## src/rtl/load_store_unit.sv

```systemverilog
// Load/store unit between the multi-cycle control FSM and a word-addressed memory port.
// Optional build macro LSU_MISALIGN_TRAP_EN: misaligned halfword/word accesses fault instead of aligning down.
module load_store_unit #(
    parameter int TIMEOUT = 255
) (
    input  logic        clk,
    input  logic        reset,
    input  logic        req_valid,
    output logic        req_ready,
    input  logic        req_write,
    input  logic [31:0] req_addr,
    input  logic [31:0] req_wdata,
    input  logic [2:0]  req_funct3,
    output logic        rsp_valid,
    output logic [31:0] rsp_rdata,
    output logic        fault,
    output logic        mem_en,
    output logic        mem_we,
    output logic [31:0] mem_addr,
    output logic [31:0] mem_wdata,
    output logic [3:0]  mem_be,
    input  logic [31:0] mem_rdata,
    input  logic        mem_ack
);

    localparam int CW = $clog2(TIMEOUT + 1);

    typedef enum logic [1:0] {IDLE, ACCESS, RESP} state_t;

    state_t        state, state_next;
    logic          write_q;
    logic [31:0]   addr_q;
    logic [2:0]    funct3_q;
    logic [31:0]   wdata_q;
    logic [3:0]    be_q;
    logic          fault_q;
    logic [CW-1:0] cnt;
    logic [31:0]   rdata_q;

    logic          illegal;
    logic          timed_out;
    logic [31:0]   wdata_lane;
    logic [3:0]    be_next;

    function automatic logic [31:0] extract(input logic [2:0] f3, input logic [1:0] a,
                                            input logic [31:0] d);
        logic [7:0]  b;
        logic [15:0] h;
        b = d[{a, 3'b000} +: 8];
        h = a[1] ? d[31:16] : d[15:0];
        case (f3[1:0])
            2'b00:   extract = {{24{b[7] & ~f3[2]}}, b};
            2'b01:   extract = {{16{h[15] & ~f3[2]}}, h};
            default: extract = d;
        endcase
    endfunction

    always_comb begin
        illegal = (req_funct3 == 3'b011) || (req_funct3[2:1] == 2'b11)
                  || (req_write && req_funct3[2]);
`ifdef LSU_MISALIGN_TRAP_EN
        if ((req_funct3[1:0] == 2'b01 && req_addr[0]) ||
            (req_funct3[1:0] == 2'b10 && req_addr[1:0] != 2'b00))
            illegal = 1'b1;
`endif
    end

    // Stores replicate the datum into every lane; byte enables select the live one.
    always_comb begin
        wdata_lane = req_wdata;
        be_next    = 4'b1111;
        if (req_write) begin
            case (req_funct3[1:0])
                2'b00: begin
                    wdata_lane = {4{req_wdata[7:0]}};
                    be_next    = 4'b0001 << req_addr[1:0];
                end
                2'b01: begin
                    wdata_lane = {2{req_wdata[15:0]}};
                    be_next    = 4'b0011 << {req_addr[1], 1'b0};
                end
                default: ;
            endcase
        end
    end

    assign timed_out = (cnt == CW'(TIMEOUT - 1));

    always_comb begin
        state_next = state;
        case (state)
            IDLE:    if (req_valid) state_next = illegal ? RESP : ACCESS;
            ACCESS:  if (mem_ack || timed_out) state_next = RESP;
            RESP:    state_next = IDLE;
            default: state_next = IDLE;
        endcase
    end

    always_ff @(posedge clk) begin
        if (reset) begin
            state    <= IDLE;
            write_q  <= 1'b0;
            addr_q   <= '0;
            funct3_q <= '0;
            wdata_q  <= '0;
            be_q     <= '0;
            fault_q  <= 1'b0;
            cnt      <= '0;
            rdata_q  <= '0;
        end else begin
            state <= state_next;
            case (state)
                IDLE: if (req_valid) begin
                    write_q  <= req_write;
                    addr_q   <= req_addr;
                    funct3_q <= req_funct3;
                    wdata_q  <= wdata_lane;
                    be_q     <= be_next;
                    fault_q  <= illegal;
                    cnt      <= '0;
                end
                ACCESS: begin
                    cnt <= cnt + 1'b1;
                    // Ack takes priority over a coincident timeout.
                    if (mem_ack) begin
                        fault_q <= 1'b0;
                        if (!write_q) rdata_q <= extract(funct3_q, addr_q[1:0], mem_rdata);
                    end else if (timed_out) begin
                        fault_q <= 1'b1;
                    end
                end
                default: ;
            endcase
        end
    end

    assign req_ready = (state == IDLE);
    assign rsp_valid = (state == RESP);
    assign fault     = rsp_valid & fault_q;
    assign rsp_rdata = rdata_q;
    assign mem_en    = (state == ACCESS);
    assign mem_we    = mem_en & write_q;
    assign mem_addr  = {addr_q[31:2], 2'b00};
    assign mem_wdata = wdata_q;
    assign mem_be    = be_q;

endmodule
```

## config.mk

```make
export PLATFORM = sky130hd
export DESIGN_NAME = load_store_unit
export DESIGN_NICKNAME = d
export VERILOG_FILES = /design/src/rtl/load_store_unit.sv
export SDC_FILE = /design/constraint.sdc
export NUM_CORES = 1
export LEC_CHECK = 0
export ABC_AREA = 1
export BUFFER_PORTS_ARGS = -buffer_cell sky130_fd_sc_hd__clkbuf_2
export CAP_MARGIN = 20
export CORE_UTILIZATION = 30
export DETAILED_ROUTE_END_ITERATION = 16
export PLACE_DENSITY_LB_ADDON = 0.3
export SLEW_MARGIN = 25
export SYNTH_ARGS = -nofsm -noshare
export SYNTH_HDL_FRONTEND = slang
export SYNTH_SLANG_ARGS = --single-unit
```

## constraint.sdc

```tcl
create_clock -name clk -period 1.2 [get_ports clk]
set_input_delay 0.18 -clock clk [delete_from_list [all_inputs] [get_ports clk]]
set_output_delay 0.18 -clock clk [all_outputs]
set_load 0.005 [all_outputs]
```

==> results.md <==
- Run status: finished with violations
- Failing checks: hold timing, setup timing
- CTS tree: built
- Antenna viol nets, final: 0
- Die X: 136 µm
- Grt ovf: 0
- Non-Filler Instances: 1231
- Footprint of the multi-input gates: 0.00273 mm²
- Fin Hold WS: -0.00202 ns
- Final worst path period share: 115%
- Mapped Cells: 754
- Max H-tree Level: 4
- Clock buffer depth: 2
- Final Power: 11.5 mW
- Core occupancy in the finished layout: 47.1%
- Initial Utilization: a little under a third
- P_leak: 3.82 nW
- WL/cell: 14.8 µm
- Hold Path Stages: 3
- Cts bufs inserted: 17
- Vert. Die Dim: about 140 µm
- Root buffer cell: clkbuf_16
- Vias: 5756
- Clock-pin slew on the worst setup and hold paths: 0.06 ns
- Startpoint Class: register
- Max Cap Viol: 0
- Max Fclk: 726 MHz
- Iter 0 DRT Violations: about 280
- Drt total wl: about 18 mm
- Worst setup margin: -0.178 ns
- # fillers: 1703
- Worst hold path type: in -> reg
- Placed cell areas: 0.00664 mm²
- Worst-skew pair later-pin latency: 0.41 ns
- Setup slack, reg-to-reg: -0.12 ns
- Cell Area, Synth: 0.00535 mm²
- Worst R2R Path Depth: 6
- Most frequent cells in the layout: clkbuf_2 (201), nand2_1 (166), dfxtp_1 (106)
- Fin Clk Skew: around 0.0079 ns
- Gp weighted congestion: 0.837
- Design area: approximately 0.0082 mm²
- #FFs+latches synth: 115
- Dpl ws: -0.166 ns
- All-Layer GR Usage: 19.3%
- Register area: roughly 0.0023 mm²
- Die area: between 0.015 and 0.02 mm²
- Critical-path cell list: buf_6 > nor3_2 > buf_2
- IO buf count: slightly above 200
- Initial antenna violation count: 0
- WS Path Type: reg -> out
- Count of final max-slew check failures: 0
- Number of cell rows: 48
- CP Max Fanout: 4
- Worst vdd ir: 0.982 mV
- Power Density: roughly 1400 mW/mm²
- DP Wirelength: 12.1 mm
- Drt pass-1 iters: 5
- Post-synthesis sequential area ratio: 43.0%
- Critical path's slowest cell: dfxtp_4
- Critical path's largest stage delay: roughly 0.37 ns
- Commonest non-fill, non-tap cell in the layout: clkbuf_2
- Avg Synthesized Cell Area: 7.10 µm²
- Core area: 0.0174 mm²
- Synth-to-layout area growth: 52.7%
- Critical Path RT: 1.02 ns
- DRC Markers: 0
- I/O Pins: 209
- Vias in the first global route: roughly 5.4k
- First-pass GRT wire length: 27.7 mm
- Antenna cells: 0
- CP arrival: 1.20 ns
- Clock sinks: 115
- Setup_tns: -6.33 ns
- Ratio of cells with drive above 1 in the final layout: around two fifths
- RSZ-0062 raised after global routing: true
- Final min period: between 1 and 1.5 ns
- Final Hold Viols: 2
- Inst Count DP: roughly 1.2k
- Vias per cell: 4.68
- Setup Viol. Count Final: 106
- Pin count of the biggest net entering global routing: 72
- Yosys cell types: 30
- Crit. End Element: output pin
- # nets final: 1099
- Warnings from Yosys: 0
layout make-up:
| class | instances | area share [%] |
|---|---|---|
| Multi-Input combinational cell | 518 | 33.4 |
| Sequential cell | 115 | 28.4 |
| Timing Repair Buffer | 289 | 24.4 |
| Clock buffer | 22 | 5.80 |
| Tap cell | 225 | 3.44 |
| Inverter | 50 | 2.92 |
| Clock inverter | 10 | 1.30 |
| Timing Repair inverter | 2 | 0.275 |
flip-flops by register name (all words and copies together) (netlist names):
| name | count |
|---|---|
| fault_q | 1 |
| rsp_rdata | 32 |
| funct3_q | 3 |
| write_q | 1 |
| mem_be | 4 |
| state | 2 |
| mem_wdata | 32 |
| addr_q | 32 |
| cnt | 8 |
kinds of logic after synthesis:
kind of cell | synth area share [%]
AND/OR/NAND/NOR | 26.3
AO/OA/AOI/OAI | 17.7
buffers and inverters | 12.5
flip-flops | 43.0
adder cells (fa/ha/maj) | 0.467
other | 0.0700
where the power goes:
part | internal (mW) | switching, mW | leakage, nW
clock network | 3.20 | 1.77 | 0.289
logic | 1.04 | 1.25 | 2.58
registers | 4.10 | 0.165 | 0.949
total | 8.34 | 3.18 | 3.82
worst max-delay path: cells and delay by family (launching register included):
kind	cells	cell delay, ns
flops	1	0.37
buf+inv	2	0.27
simple gates	1	0.16
path summary, 6_finish.rpt:
kind	from	endpoint
worst max-delay path	state[0]	fault
worst min-delay path	req_addr[10]	addr_q[10]
worst max register to register	state[1]	mem_wdata[15]
worst min register to register	addr_q[4]	addr_q[4]
what timing repair did:
| action | 4_1_cts | 5_1_grt |
|---|---|---|
| pin swaps | 15 | 13 |
| hold buffers | 12 | 0 |
| cloned | 5 | 7 |
| endpoints found under the setup margin | 77 | 119 |
| setup buffers | 7 | 8 |
| resized for setup | 116 | 94 |
| hold endpoints to repair | 12 | 0 |
per-layer routing:
layer,wire length [µm],track usage [%],up-vias
met5,0,0,-
met4,427,7.49,0
met3,1160,5.87,32
met2,9040,32.1,168
met1,7550,23.1,2644
li1,-,-,2912
cells in the mapped netlist:
| cell type | n | share of area [%] |
|---|---|---|
| ha_1 | 2 | 0.47 |
| buf_1 | 2 | 0.14 |
| nor3_1 | 3 | 0.28 |
| a21oi_2 | 4 | 0.65 |
| a22oi_1 | 1 | 0.14 |
| nand4_1 | 11 | 1.3 |
| nor2_8 | 1 | 0.37 |
| nand3_1 | 22 | 2.1 |
| nand2_1 | 181 | 13 |
| buf_6 | 5 | 1.1 |
| a31oi_1 | 23 | 2.7 |
| clkinv_1 | 2 | 0.14 |
| nand3_4 | 1 | 0.33 |
| conb_1 | 1 | 0.070 |
| nor2_2 | 1 | 0.12 |
| inv_1 | 43 | 3.0 |
| a21oi_1 | 69 | 6.5 |
| buf_2 | 11 | 1.0 |
| inv_2 | 3 | 0.21 |
| inv_4 | 1 | 0.12 |
| o21ai_0 | 83 | 7.8 |
| clkbuf_1 | 17 | 1.2 |
| dfxtp_1 | 115 | 43 |
| buf_4 | 39 | 5.5 |
| nand3_2 | 1 | 0.19 |
| nand2_4 | 4 | 0.84 |
| clkinv_2 | 1 | 0.093 |
| nor2_4 | 4 | 0.84 |
| nor2_1 | 101 | 7.1 |
| or2_2 | 2 | 0.23 |
No activity file was read; power rests on OpenSTA's default activity.
